==> config.mk <==
export PLATFORM = sky130hd
export DESIGN_NAME = tlul_host_arbiter
export DESIGN_NICKNAME = d
export VERILOG_FILES = /design/src/rtl/config_pkg.sv /design/src/rtl/tlul_pkg.sv /design/src/rtl/tlul_arb_idx_fifo.sv /design/src/rtl/tlul_host_arbiter.sv
export SDC_FILE = /design/constraint.sdc
export NUM_CORES = 1
export LEC_CHECK = 0
export ABC_AREA = 0
export CORE_AREA = 2 2 164 166
export DETAILED_ROUTE_END_ITERATION = 12
export DIE_AREA = 0 0 166 168
export PLACE_DENSITY_LB_ADDON = 0.1
export REMOVE_ABC_BUFFERS = 1
export SLEW_MARGIN = 20
export SYNTH_ARGS = -nofsm -noshare
export SYNTH_HDL_FRONTEND = slang
export SYNTH_SLANG_ARGS = --single-unit
==> constraint.sdc <==
create_clock -name clk -period 2.5 [get_ports clk]
set_input_delay 0.5 -clock clk [delete_from_list [all_inputs] [get_ports clk]]
set_output_delay 0.5 -clock clk [all_outputs]
set_load 0.01 [all_outputs]
==> src/rtl/config_pkg.sv <==
// Fabric-wide defaults for the host arbiter.
// Host count and response-routing FIFO depth.
package config_pkg;

  localparam int NumHosts       = 2;
  localparam int MaxOutstanding = 4;

endpackage

==> src/rtl/tlul_pkg.sv <==
// TL-UL channel bundles and opcodes shared by
// the hosts, the arbiter and the device port.
package tlul_pkg;

  typedef enum logic [2:0] {
    PutFullData    = 3'h0,
    PutPartialData = 3'h1,
    Get            = 3'h4
  } tl_a_op_e;

  typedef enum logic [2:0] {
    AccessAck     = 3'h0,
    AccessAckData = 3'h1
  } tl_d_op_e;

  typedef struct packed {
    logic        a_valid;
    tl_a_op_e    a_opcode;
    logic [2:0]  a_param;
    logic [1:0]  a_size;
    logic [7:0]  a_source;
    logic [31:0] a_address;
    logic [3:0]  a_mask;
    logic [31:0] a_data;
    logic        d_ready;
  } tl_h2d_t;

  typedef struct packed {
    logic        d_valid;
    tl_d_op_e    d_opcode;
    logic [2:0]  d_param;
    logic [1:0]  d_size;
    logic [7:0]  d_source;
    logic        d_sink;
    logic [31:0] d_data;
    logic        d_error;
    logic        a_ready;
  } tl_d2h_t;

endpackage

==> src/rtl/tlul_arb_idx_fifo.sv <==
// Host-index FIFO steering D responses back
// to the host whose request was granted.
module tlul_arb_idx_fifo #(
  parameter int Width = 1,
  parameter int Depth = 4
) (
  input  logic             clk,
  input  logic             rst_n,
  input  logic             push,
  input  logic             pop,
  input  logic [Width-1:0] wdata,
  output logic [Width-1:0] rdata,
  output logic             full,
  output logic             empty
);

  localparam int PtrW = (Depth > 1) ? $clog2(Depth) : 1;
  localparam int CntW = $clog2(Depth + 1);

  logic [Width-1:0] mem [Depth];
  logic [PtrW-1:0]  wr_ptr;
  logic [PtrW-1:0]  rd_ptr;
  logic [CntW-1:0]  cnt;
  logic             do_push;
  logic             do_pop;

  function automatic logic [PtrW-1:0] inc(
    input logic [PtrW-1:0] p
  );
    if (p == PtrW'(Depth - 1)) return '0;
    return p + 1'b1;
  endfunction

  assign full    = (cnt == CntW'(Depth));
  assign empty   = (cnt == '0);
  assign do_push = push & ~full;
  assign do_pop  = pop & ~empty;
  assign rdata   = mem[rd_ptr];

  // Storage and pointer/occupancy bookkeeping.
  always_ff @(posedge clk or negedge rst_n) begin
    if (!rst_n) begin
      wr_ptr <= '0;
      rd_ptr <= '0;
      cnt    <= '0;
      for (int i = 0; i < Depth; i++) mem[i] <= '0;
    end else begin
      if (do_push) begin
        mem[wr_ptr] <= wdata;
        wr_ptr      <= inc(wr_ptr);
      end
      if (do_pop) rd_ptr <= inc(rd_ptr);
      unique case (1'b1)
        (do_push & ~do_pop): cnt <= cnt + 1'b1;
        (do_pop & ~do_push): cnt <= cnt - 1'b1;
        default:             cnt <= cnt;
      endcase
    end
  end

endmodule

==> src/rtl/tlul_host_arbiter.sv <==
// Round-robin TL-UL host arbiter with grant
// lock and in-order D-channel steering.
module tlul_host_arbiter
  import tlul_pkg::*;
#(
  parameter int NumHosts       = config_pkg::NumHosts,
  parameter int MaxOutstanding = config_pkg::MaxOutstanding,
  localparam int IdxW          = $clog2(NumHosts)
) (
  input  logic    clk,
  input  logic    rst_n,
  input  tl_h2d_t host_req_i [NumHosts],
  output tl_d2h_t host_rsp_o [NumHosts],
  output tl_h2d_t dev_req_o,
  input  tl_d2h_t dev_rsp_i,
  output logic    err_unexp_d_o
);

  logic [IdxW-1:0] ptr_q;
  logic [IdxW-1:0] lock_idx_q;
  logic            lock_q;
  logic            err_q;
  logic [IdxW-1:0] rr_idx;
  logic            rr_found;
  logic [IdxW-1:0] win;
  logic [IdxW-1:0] head;
  logic            full;
  logic            empty;
  logic            accept;
  logic            pop;

  // Search from the pointer upward for the first requester.
  always_comb begin
    rr_found = 1'b0;
    rr_idx   = ptr_q;
    for (int i = 0; i < NumHosts; i++) begin
      if (!rr_found &&
          host_req_i[(int'(ptr_q) + i) % NumHosts].a_valid) begin
        rr_found = 1'b1;
        rr_idx   = IdxW'((int'(ptr_q) + i) % NumHosts);
      end
    end
  end

  assign win = lock_q ? lock_idx_q : rr_idx;

  // Forward the winner; drain stray responses when idle.
  always_comb begin
    dev_req_o         = host_req_i[win];
    dev_req_o.a_valid = rst_n & host_req_i[win].a_valid & ~full;
    dev_req_o.d_ready = rst_n &
                        (empty | host_req_i[head].d_ready);
  end

  // Per-host a_ready grant and D-channel steering.
  always_comb begin
    for (int h = 0; h < NumHosts; h++) begin
      host_rsp_o[h]         = dev_rsp_i;
      host_rsp_o[h].d_valid = rst_n & dev_rsp_i.d_valid &
                              ~empty & (head == IdxW'(h));
      host_rsp_o[h].a_ready = rst_n & dev_rsp_i.a_ready &
                              ~full & (win == IdxW'(h));
    end
  end

  assign accept = dev_req_o.a_valid & dev_rsp_i.a_ready;
  assign pop    = dev_rsp_i.d_valid & dev_req_o.d_ready & ~empty;

  assign err_unexp_d_o = err_q;

  // Pointer advance, stall lock and stray-response flag.
  always_ff @(posedge clk or negedge rst_n) begin
    if (!rst_n) begin
      ptr_q      <= '0;
      lock_q     <= 1'b0;
      lock_idx_q <= '0;
      err_q      <= 1'b0;
    end else begin
      err_q <= dev_rsp_i.d_valid & empty;
      if (accept) begin
        lock_q <= 1'b0;
        ptr_q  <= (win == IdxW'(NumHosts - 1)) ?
                  '0 : win + 1'b1;
      end else if (dev_req_o.a_valid) begin
        lock_q     <= 1'b1;
        lock_idx_q <= win;
      end
    end
  end

  tlul_arb_idx_fifo #(
    .Width (IdxW),
    .Depth (MaxOutstanding)
  ) u_idx_fifo (
    .clk   (clk),
    .rst_n (rst_n),
    .push  (accept),
    .pop   (pop),
    .wdata (win),
    .rdata (head),
    .full  (full),
    .empty (empty)
  );

endmodule

==> results of run 1 <==
[area by class of cell]
type / count / area, sq um
fillers: 2838 / 20300
repair buffers: 322 / 3440
multi-input cells: 136 / 1720
well taps: 341 / 427
flip-flops and latches: 15 / 375
clock buffers: 4 / 78.8
inverters: 9 / 33.8
diodes: 2 / 5.00
[through the flow]
step / setup TNS, ns / area, sq um / power (mW)
6_report: -0.970 / 6070 / 5.47
5_1_grt: -4.75 / 6070 / 5.81
4_1_cts: -7.83 / 5640 / 4.98
3_5_place_dp: -65.12 / 5130 / 3.62
3_3_place_gp: -67.31 / 5130 / 3.63
2_1_floorplan: -358.69 / 1810 / 1.48
[worst min-delay path by stage]
stage                      endpoint  slack (ns)  depth (start not counted)
3_3_place_gp      u_idx_fifo.cnt[2]        0.49                          1
5_1_grt        u_idx_fifo.rd_ptr[1]        0.42                          2
2_1_floorplan         err_unexp_d_o        0.20                          0
6_report       u_idx_fifo.rd_ptr[1]        0.40                          2
3_5_place_dp      u_idx_fifo.cnt[2]        0.50                          1
4_1_cts        u_idx_fifo.rd_ptr[1]        0.42                          2
[registers in the layout, indices dropped and copies added (netlist names)]
signal / cells
u_idx_fifo.rd_ptr: 2
err_unexp_d_o: 1
u_idx_fifo.wr_ptr: 2
lock_idx_q: 1
ptr_q: 1
lock_q: 1
u_idx_fifo.mem: 4
u_idx_fifo.cnt: 3
[report_power, final]
part | internal [mW] | switching, mW
registers | 0.360 | 0.0977
logic | 3.02 | 1.68
clock network | 0.216 | 0.0980
[metal layers]
metal | wire length, microns | share of wire | vias up | track usage
met2 | 13600 | 0.55 | 324 | 0.345
li1 | - | - | 1273 | -
met5 | 0 | 0 | - | 0
met4 | 1240 | 0.050 | 0 | 0.0639
met1 | 4600 | 0.19 | 1277 | 0.0864
met3 | 5390 | 0.22 | 35 | 0.166
[worst reg2reg max path, cell delays in order, from the launching register on]
cell,delay (ns)
dfrtp_1,0.38
mux4_2,0.56
mux2i_2,0.19
nor2_2,0.16
ha_2,0.20
inv_1,0.05
fa_1,0.37
xor2_1,0.15
nor2_1,0.11
xor2_1,0.14
[placed cells by master, fill, tap and decap left out, drive strengths merged, types with 2 or more instances in the layout]
master         synthesis  final
xor2                   2      2
mux2                  88     88
diode                  0      2
buf                  111    142
inv                    9      9
nand3                  3      3
dlygate4sd2            0      4
a21oi                  2      2
dfrtp                 15     15
nor2b                  2      2
ha                     6      6
nor2                   8      8
mux2i                  4      4
a41oi                  4      4
clkdlybuf4s50          0    174
a31oi                  5      5
clkbuf                 1      5
[cells by family after synthesis]
logic type / Yosys count
AO/OA/AOI/OAI: 15
multiplexers: 93
AND/OR/NAND/NOR: 17
flip-flops: 15
adder cells (fa/ha/maj): 8
XOR/XNOR: 3
buffers and inverters: 121
[timing repair]
action,4_1_cts,5_1_grt
buffers inserted,26,9
cloned,6,1
pin swaps,2,4
gates resized for setup,456,115
endpoints found under the setup margin,92,86
==> results.toml, run 1 <==
[outcome]
status = "finished with violations"
violations = "negative setup slack"

[floorplan]
rows = 60
die_width_microns = 166
core_area_sq_um = 26400
initial_core_util = 0.101
die-area_sq_um = 27900
die_y_microns = 168
boundaryPins = 417

[worst_setup_path]
reg2reg_to = "u_idx_fifo.cnt[2]"
cp_max_fo = 5
startpoint = "ptr_q"
r2r_slack_ns = 0.12
critPathKind = "flip-flop to primary output"
max_stage_delay_ns = 0.39
rr_startpoint = "u_idx_fifo.rd_ptr[0]"
rr_worst_depth = 9
crit_family = "buffers and inverters"
cp.depth = 8
cp-start-kind = "flip-flop"
worstPathRequired_ns = 2.00
critPathArrivalTime_ns = 2.07
slowest_stage = "dfrtp_1"
cp-end-kind = "primary output"
path_cells = "maj3_2 > mux2i_4 > buf_12 > buf_8 > buf_12 > buf_12 > mux2_4 > buf_6"
cp-endpoint = "dev_req_o[70]"
crit_top_cell = "buf_12"
cp_num_buf_inv = 5

[clock_tree]
clkTransAtPathRegs_ns = 0.05
ctsHoldBuffers = 0
clock_path_buffers = 2
cts_tree = "built"
clkLatencyLatePin_ns = 0.24
cts.htree.levels = 1
cts_sinks = 15
numCtsBuffers = 3
cts-root-buf = "clkbuf_16"

[synthesis]
synth_edf_count = 0
ys_ff_latch = 15
synth_compound_area_frac = 0.0488
synth.top_cell.area_share = 0.312
yosys.area.top_type = "mux2_1"
post_synth_mux_area_share = 0.395
synthXorXnorAreaFrac = 0.00985
synth-async-reset-ratio = 1.00
ys_types = 30
synth_flop_cell = "dfrtp_1"
synth_top_family_by_area = "multiplexers"
ys_warn_count = 0
synth_area_sq_um = 2670
yosysSeqAreaShare = 0.141
ys_top_cells_by_area = "mux2_1 31%, buf_4 29%, dfrtp_1 14%"
synthCells = 272
synthAdderAreaFrac = 0.0399
synth-simple-area-share = 0.0305
ys_top_cells_by_count = "103 x buf_4, 74 x mux2_1, 15 x dfrtp_1, 14 x mux2_2"
syn_area_per_cell_sq_um = 9.81
synth_most_common_cell = "buf_4"

[routing]
via_per_inst = 3.51
detail_route.wl_per_cell_microns = 29.9
drt-pass1-iter-count = 3
wirelength_microns = 24800
drc_errors = 0
drtIter0Drc = 58
vias = 2909
antenna_left = 0

[global_route]
grtUsageTotal = 0.170
grt_pass1_vias = 3239
grt-ovfl-total = 0
grt_antenna_before_repair = 3
grt_start_max_net_pins = 15
grt_pass1_wl_microns = 31600

[sta]
relSlewSlack = 0.717
max_freq_ghz = 0.389
setup_ws_ns = -0.0682
finClkSkew_ns = 0.00140
fin_crit_ns = 2.57
period_share = 1.03
hold_ws_ns = 0.400
hold_violations = 0
slew_viol_final = 0
setup_violations = 33
tightest_slew_ns = 0.423
rsz0062_at_grt = "yes"

[layout]
final_util = 0.231
drive_gt1_frac = 0.488
syn2layout_area_growth_pct = 128
final_nets = 720
finalNonFillerCells = 829

[pwr]
vdd_drop_max_mv = 0.291
power_density_nw_per_um2 = 901
leakagePower_nw = 2.66

[placed_design]
dp_hpwl_microns = 21800
portBuffers = 266
gp_congestion = 0.849
dpl_worst_slack_ns = -0.852
dp.cells = 788

[flow_run]
maxCapViolCount = 0

[worst_hold_path]
hp-class = "input pin to async pin"
(Power assumes the default switching activity.)
==> run 2: changes to the inputs <==
clock period = 2.2 ns   (was 2.5 ns; I/O delays follow)
==> run 2 against run 1 <==
  * The run still ends with negative setup slack left
  * Final cell count shrank 0.97%
  * Hold slack lost 0.0077 ns
  * Via count shrank 1.2%
  * Non-clock buffer count shrank 10
  * Count of clock-buffer cells in the layout shrank 1
  * Combinational power grew 10%
  * Critical path depth shrank 1
  * Critical path type unchanged
  * Largest cell class unchanged
  * First-iteration DRC count is the same
  * Register-to-register slack lost 0.20 ns
  * Final area shrank 0.89%
  * Die area is the same
  * Clock power grew 15%
==> results.toml, run 2 (synthesis results as in run 1) <==
[layout]
finalNonFillerCells = 821
fill_cells = 2880
layout_commonest_cell = "clkdlybuf4s50_1"
final_nets = 710
drive_gt1_frac = 0.504
largest_reg_flops = 4
largest_register = "u_idx_fifo.mem"
syn2layout_area_growth_pct = 126
top_regs = "u_idx_fifo.mem (4), u_idx_fifo.cnt (3)"
final_cell_mix = "173 x clkdlybuf4s50_1, 87 x buf_6, 84 x mux2_4"
postLayoutCellArea_sq_um = 6020

[global_route]
grt_start_max_net_pins = 12
grtUsageTotal = 0.170
grt-ovfl-total = 0
grt_pass1_vias = 3177
grt_antenna_before_repair = 5
grt_pass1_wl_microns = 31600

[routing]
antenna_left = 0
drc_errors = 0
wirelength_microns = 24700
drt-pass1-iter-count = 4
detail_route.wl_per_cell_microns = 30.1
drtIter0Drc = 58
vias = 2873
via_per_inst = 3.50

[sta]
period_share = 1.11
hold_ws_ns = 0.392
hold_violations = 0
finClkSkew_ns = 0.00581
max_freq_ghz = 0.408
tightest_slew_ns = 0.384
rsz0062_at_grt = "yes"
slew_viol_final = 0
setup_violations = 87
relSlewSlack = 0.743
setup_ws_ns = -0.249
fin_crit_ns = 2.45

[pwr]
power_density_nw_per_um2 = 1010
p_total_mw = 6.07
leakagePower_nw = 2.61
vdd_drop_max_mv = 0.484

[worst_setup_path]
critPathArrivalTime_ns = 2.01
critPathKind = "flip-flop to primary output"
rr_startpoint = "u_idx_fifo.rd_ptr[0]"
max_stage_delay_ns = 0.39
reg2reg_to = "u_idx_fifo.cnt[2]"
path_cells = "maj3_2 > mux2i_4 > buf_12 > buf_12 > buf_8 > mux2_4 > buf_6"
r2r_slack_ns = -0.08
crit_top_cell = "buf_12"
slowest_stage = "dfrtp_1"
rr_worst_depth = 9
cp-start-kind = "flip-flop"
worstPathRequired_ns = 1.76
cp-end-kind = "primary output"
cp_max_fo = 7

[outcome]
status = "finished with violations"
violations = "negative setup slack"

[clock_tree]
cts.htree.levels = 1
cts-root-buf = "clkbuf_16"
clkLatencyLatePin_ns = 0.25
cts_sinks = 15
clock_path_buffers = 2
cts_tree = "built"
numCtsBuffers = 3
ctsHoldBuffers = 0
clkTransAtPathRegs_ns = 0.05

[floorplan]
rows = 60
initial_core_util = 0.101
die_y_microns = 168
die-area_sq_um = 27900
boundaryPins = 417
core_area_sq_um = 26400
die_width_microns = 166

[placed_design]
gp_congestion = 0.830
dp_hpwl_microns = 21800
dp.cells = 796
portBuffers = 266
dpl_cell_area_sq_um = 5190

[flow_run]
maxCapViolCount = 0

[worst_hold_path]
hp-class = "input pin to async pin"
run 2: changes by cell type in the layout (fill, tap and decap cells not counted), moves of 3 or more:
cell / before / now
buf_2: 6 / 3
mux2_1: 5 / 2
mux2_4: 80 / 84
buf_4: 23 / 26
buf_6: 96 / 87
run 2: worst max-delay path, delay by kind of cell (launching register included):
kind       cells  cell delay, ns
buf+inv        4            0.56
mux            2            0.48
fa+ha+maj      1            0.33
flops          1            0.39
run 2: repair_timing:
item | CTS | global route
pin swaps | 7 | 5
setup endpoints to repair | 93 | 90
gates cloned | 7 | 0
buffers inserted | 12 | 1
resized for setup | 522 | 54
run 2: worst max path at each step:
stage                               start            end  depth (start not counted)
after floorplan           host_req_i[171]  dev_req_o[42]                          4
after global placement    host_req_i[171]  dev_req_o[71]                          8
after detailed placement  host_req_i[171]  dev_req_o[58]                          8
after CTS                           ptr_q  dev_req_o[58]                          8
after global routing                ptr_q  dev_req_o[62]                          7
final                               ptr_q  dev_req_o[24]                          7
run 2: through the flow:
step                worst slack, ns   util  TNS [ns]
finish                       -0.249  0.228    -18.79
global route                 -0.320  0.228    -24.52
global placement              -1.02  0.197    -84.76
floorplan                     -4.29      -   -375.89
detailed placement            -1.01  0.197    -82.97
CTS                          -0.366  0.224    -24.66
run 2: cell type report:
cell class	instances	area, sq um	area share
clock buffer	3	75.1	0.0125
multi-input combinational	136	1760	0.292
antenna	4	10.0	0.00166
tap	341	427	0.0709
inverter	9	33.8	0.00561
sequential	15	375	0.0623
clock inverter	1	5.00	0.000831
timing repair buffer	312	3340	0.554
run 2: power breakdown:
| part | internal (mW) | switching, mW |
|---|---|---|
| sequential | 0.409 | 0.110 |
| clock | 0.243 | 0.119 |
| combinational | 3.29 | 1.90 |
run 2: per-layer routing:
| metal | up-vias | track usage | part of all wire |
|---|---|---|---|
| met5 | - | 0.00696 | 0 |
| met4 | 0 | 0.0809 | 0.056 |
| met3 | 28 | 0.170 | 0.22 |
| met2 | 314 | 0.330 | 0.54 |
| met1 | 1273 | 0.0899 | 0.19 |
| li1 | 1258 | - | - |
==> run 3: changes to the inputs <==
CTS_BUF_LIST = sky130_fd_sc_hd__clkbuf_2 sky130_fd_sc_hd__clkbuf_4 sky130_fd_sc_hd__clkbuf_8   (was not set)
PLACE_DENSITY_LB_ADDON = not set   (was 0.1)
==> run 3 against run 2 <==
  * The flow still finishes with violations (negative setup slack)
  * Critical path depth increased by 1
  * Final area decreased by 0.69%
  * Count of clock-buffer cells in the layout increased by 1
  * Core utilization decreased by 0.16 points
  * Combinational power decreased by 1%
  * Clock power decreased by 33%
  * Hold slack improved by 0.15 ns
  * Critical path type unchanged
  * Largest power group unchanged
==> results.toml, run 3 (synthesis results as in run 1) <==
[layout]
layout_commonest_cell = "clkdlybuf4s50_1"
top_regs = "u_idx_fifo.mem (4), u_idx_fifo.cnt (3)"
finalNonFillerCells = 825
fill_cells = 2837
largest_reg_flops = 4
largest_register = "u_idx_fifo.mem"
final_util = 0.227
final_cell_mix = "174 x clkdlybuf4s50_1, 91 x buf_6, 80 x mux2_4"
final_nets = 717
drive_gt1_frac = 0.501
syn2layout_area_growth_pct = 124

[routing]
detail_route.wl_per_cell_microns = 27.1
wirelength_microns = 22300
drc_errors = 0
drt-pass1-iter-count = 4
vias = 2890
drtIter0Drc = 36
via_per_inst = 3.50
antenna_left = 0

[global_route]
grtUsageTotal = 0.151
grt-ovfl-total = 0
grt_antenna_before_repair = 2
grt_start_max_net_pins = 19
grt_pass1_wl_microns = 28500
grt_pass1_vias = 3170

[sta]
setup_violations = 88
max_freq_ghz = 0.390
rsz0062_at_grt = "yes"
setup_ws_ns = -0.366
setup_tns_ns = -24.93
period_share = 1.17
slew_viol_final = 0
finClkSkew_ns = 0.000986
hold_violations = 0
fin_crit_ns = 2.57
tightest_slew_ns = 0.279
relSlewSlack = 0.809

[worst_setup_path]
startpoint = "ptr_q"
path_cells = "maj3_2 > mux2i_4 > buf_6 > buf_12 > buf_8 > buf_12 > mux2_4 > buf_6"
max_stage_delay_ns = 0.39
cp_max_fo = 8
slowest_stage = "dfrtp_1"
rr_startpoint = "u_idx_fifo.rd_ptr[0]"
worstPathRequired_ns = 1.76
cp-start-kind = "flip-flop"
critPathArrivalTime_ns = 2.13
critPathKind = "flip-flop to primary output"
cp-end-kind = "primary output"
r2r_slack_ns = -0.12

[placed_design]
gp_congestion = 0.828
dpl_worst_slack_ns = -1.01
portBuffers = 266
dp.cells = 802
dp_hpwl_microns = 19200

[clock_tree]
cts_tree = "built"
numCtsBuffers = 3
ctsHoldBuffers = 0
clock_path_buffers = 2
cts-root-buf = "clkbuf_8"
cts.htree.levels = 1
cts_sinks = 15
clkLatencyLatePin_ns = 0.25
clkTransAtPathRegs_ns = 0.06

[worst_hold_path]
worstHoldStart = "u_idx_fifo.cnt[2]"
hp-class = "flip-flop to flip-flop"

[floorplan]
core_area_sq_um = 26400
die-area_sq_um = 27900
boundaryPins = 417
rows = 60
die_y_microns = 168
die_width_microns = 166
initial_core_util = 0.101

[flow_run]
maxCapViolCount = 0

[outcome]
violations = "negative setup slack"
status = "finished with violations"

[pwr]
p_total_mw = 5.89
leakagePower_nw = 2.60
vdd_drop_max_mv = 0.449
power_density_nw_per_um2 = 985
## run 3: area by class of cell
type / count / area, sq um / share of cell area
Timing Repair Buffer: 319 / 3330 / 0.557
Inverter: 9 / 33.8 / 0.00565
Tap cell: 341 / 427 / 0.0714
Multi-Input combinational cell: 136 / 1760 / 0.295
Antenna cell: 1 / 2.50 / 0.000418
Clock buffer: 4 / 48.8 / 0.00816
Sequential cell: 15 / 375 / 0.0628
## run 3: routing by layer
layer,global-route usage,vias up,share of wire
met1,0.0901,1274,0.21
li1,-,1264,-
met2,0.261,313,0.48
met5,0.00522,-,0.00054
met4,0.0983,2,0.076
met3,0.159,37,0.23
## run 3: stage by stage
step	instance area, sq um	hold slack [ns]
after CTS	5760	0.546
final	5980	0.546
after floorplan	1810	0.144
after detailed placement	5200	0.541
after global placement	5200	0.536
after global routing	5980	0.562
## run 3: power breakdown
group          leakage (nW)  switching, mW  total [mW]  internal, mW
logic                  2.40           1.88        5.14          3.26
clock network        0.0262          0.101       0.242         0.141
registers             0.173          0.102       0.510         0.408
total                  2.60           2.08        5.89          3.81
## run 3: timing repair
| action | in CTS | in global routing |
|---|---|---|
| hold endpoints to repair | 0 | 0 |
| cloned | 4 | 0 |
| endpoints found under the setup margin | 93 | 92 |
| resized for setup | 502 | 70 |
| setup buffers | 13 | 4 |
| pin swaps | 5 | 5 |
## run 3: path summary, 6_finish.rpt
| path | cells past startpoint | endpoint |
|---|---|---|
| min in group asynchronous | 2 | u_idx_fifo.rd_ptr[0] |
| worst min-delay path | 2 | u_idx_fifo.cnt[2] |
| worst max register to register | 9 | u_idx_fifo.cnt[2] |
| max in group asynchronous | 2 | err_unexp_d_o |
| worst min register to register | 2 | u_idx_fifo.cnt[2] |
| worst max-delay path | 8 | dev_req_o[72] |
## run 3: critical path: cells and delay by family (launching register included)
| kind | cells | cell delay, ns |
|---|---|---|
| buffers and inverters | 5 | 0.65 |
| muxes | 2 | 0.48 |
| DFF | 1 | 0.39 |
| adders and majority gates | 1 | 0.33 |
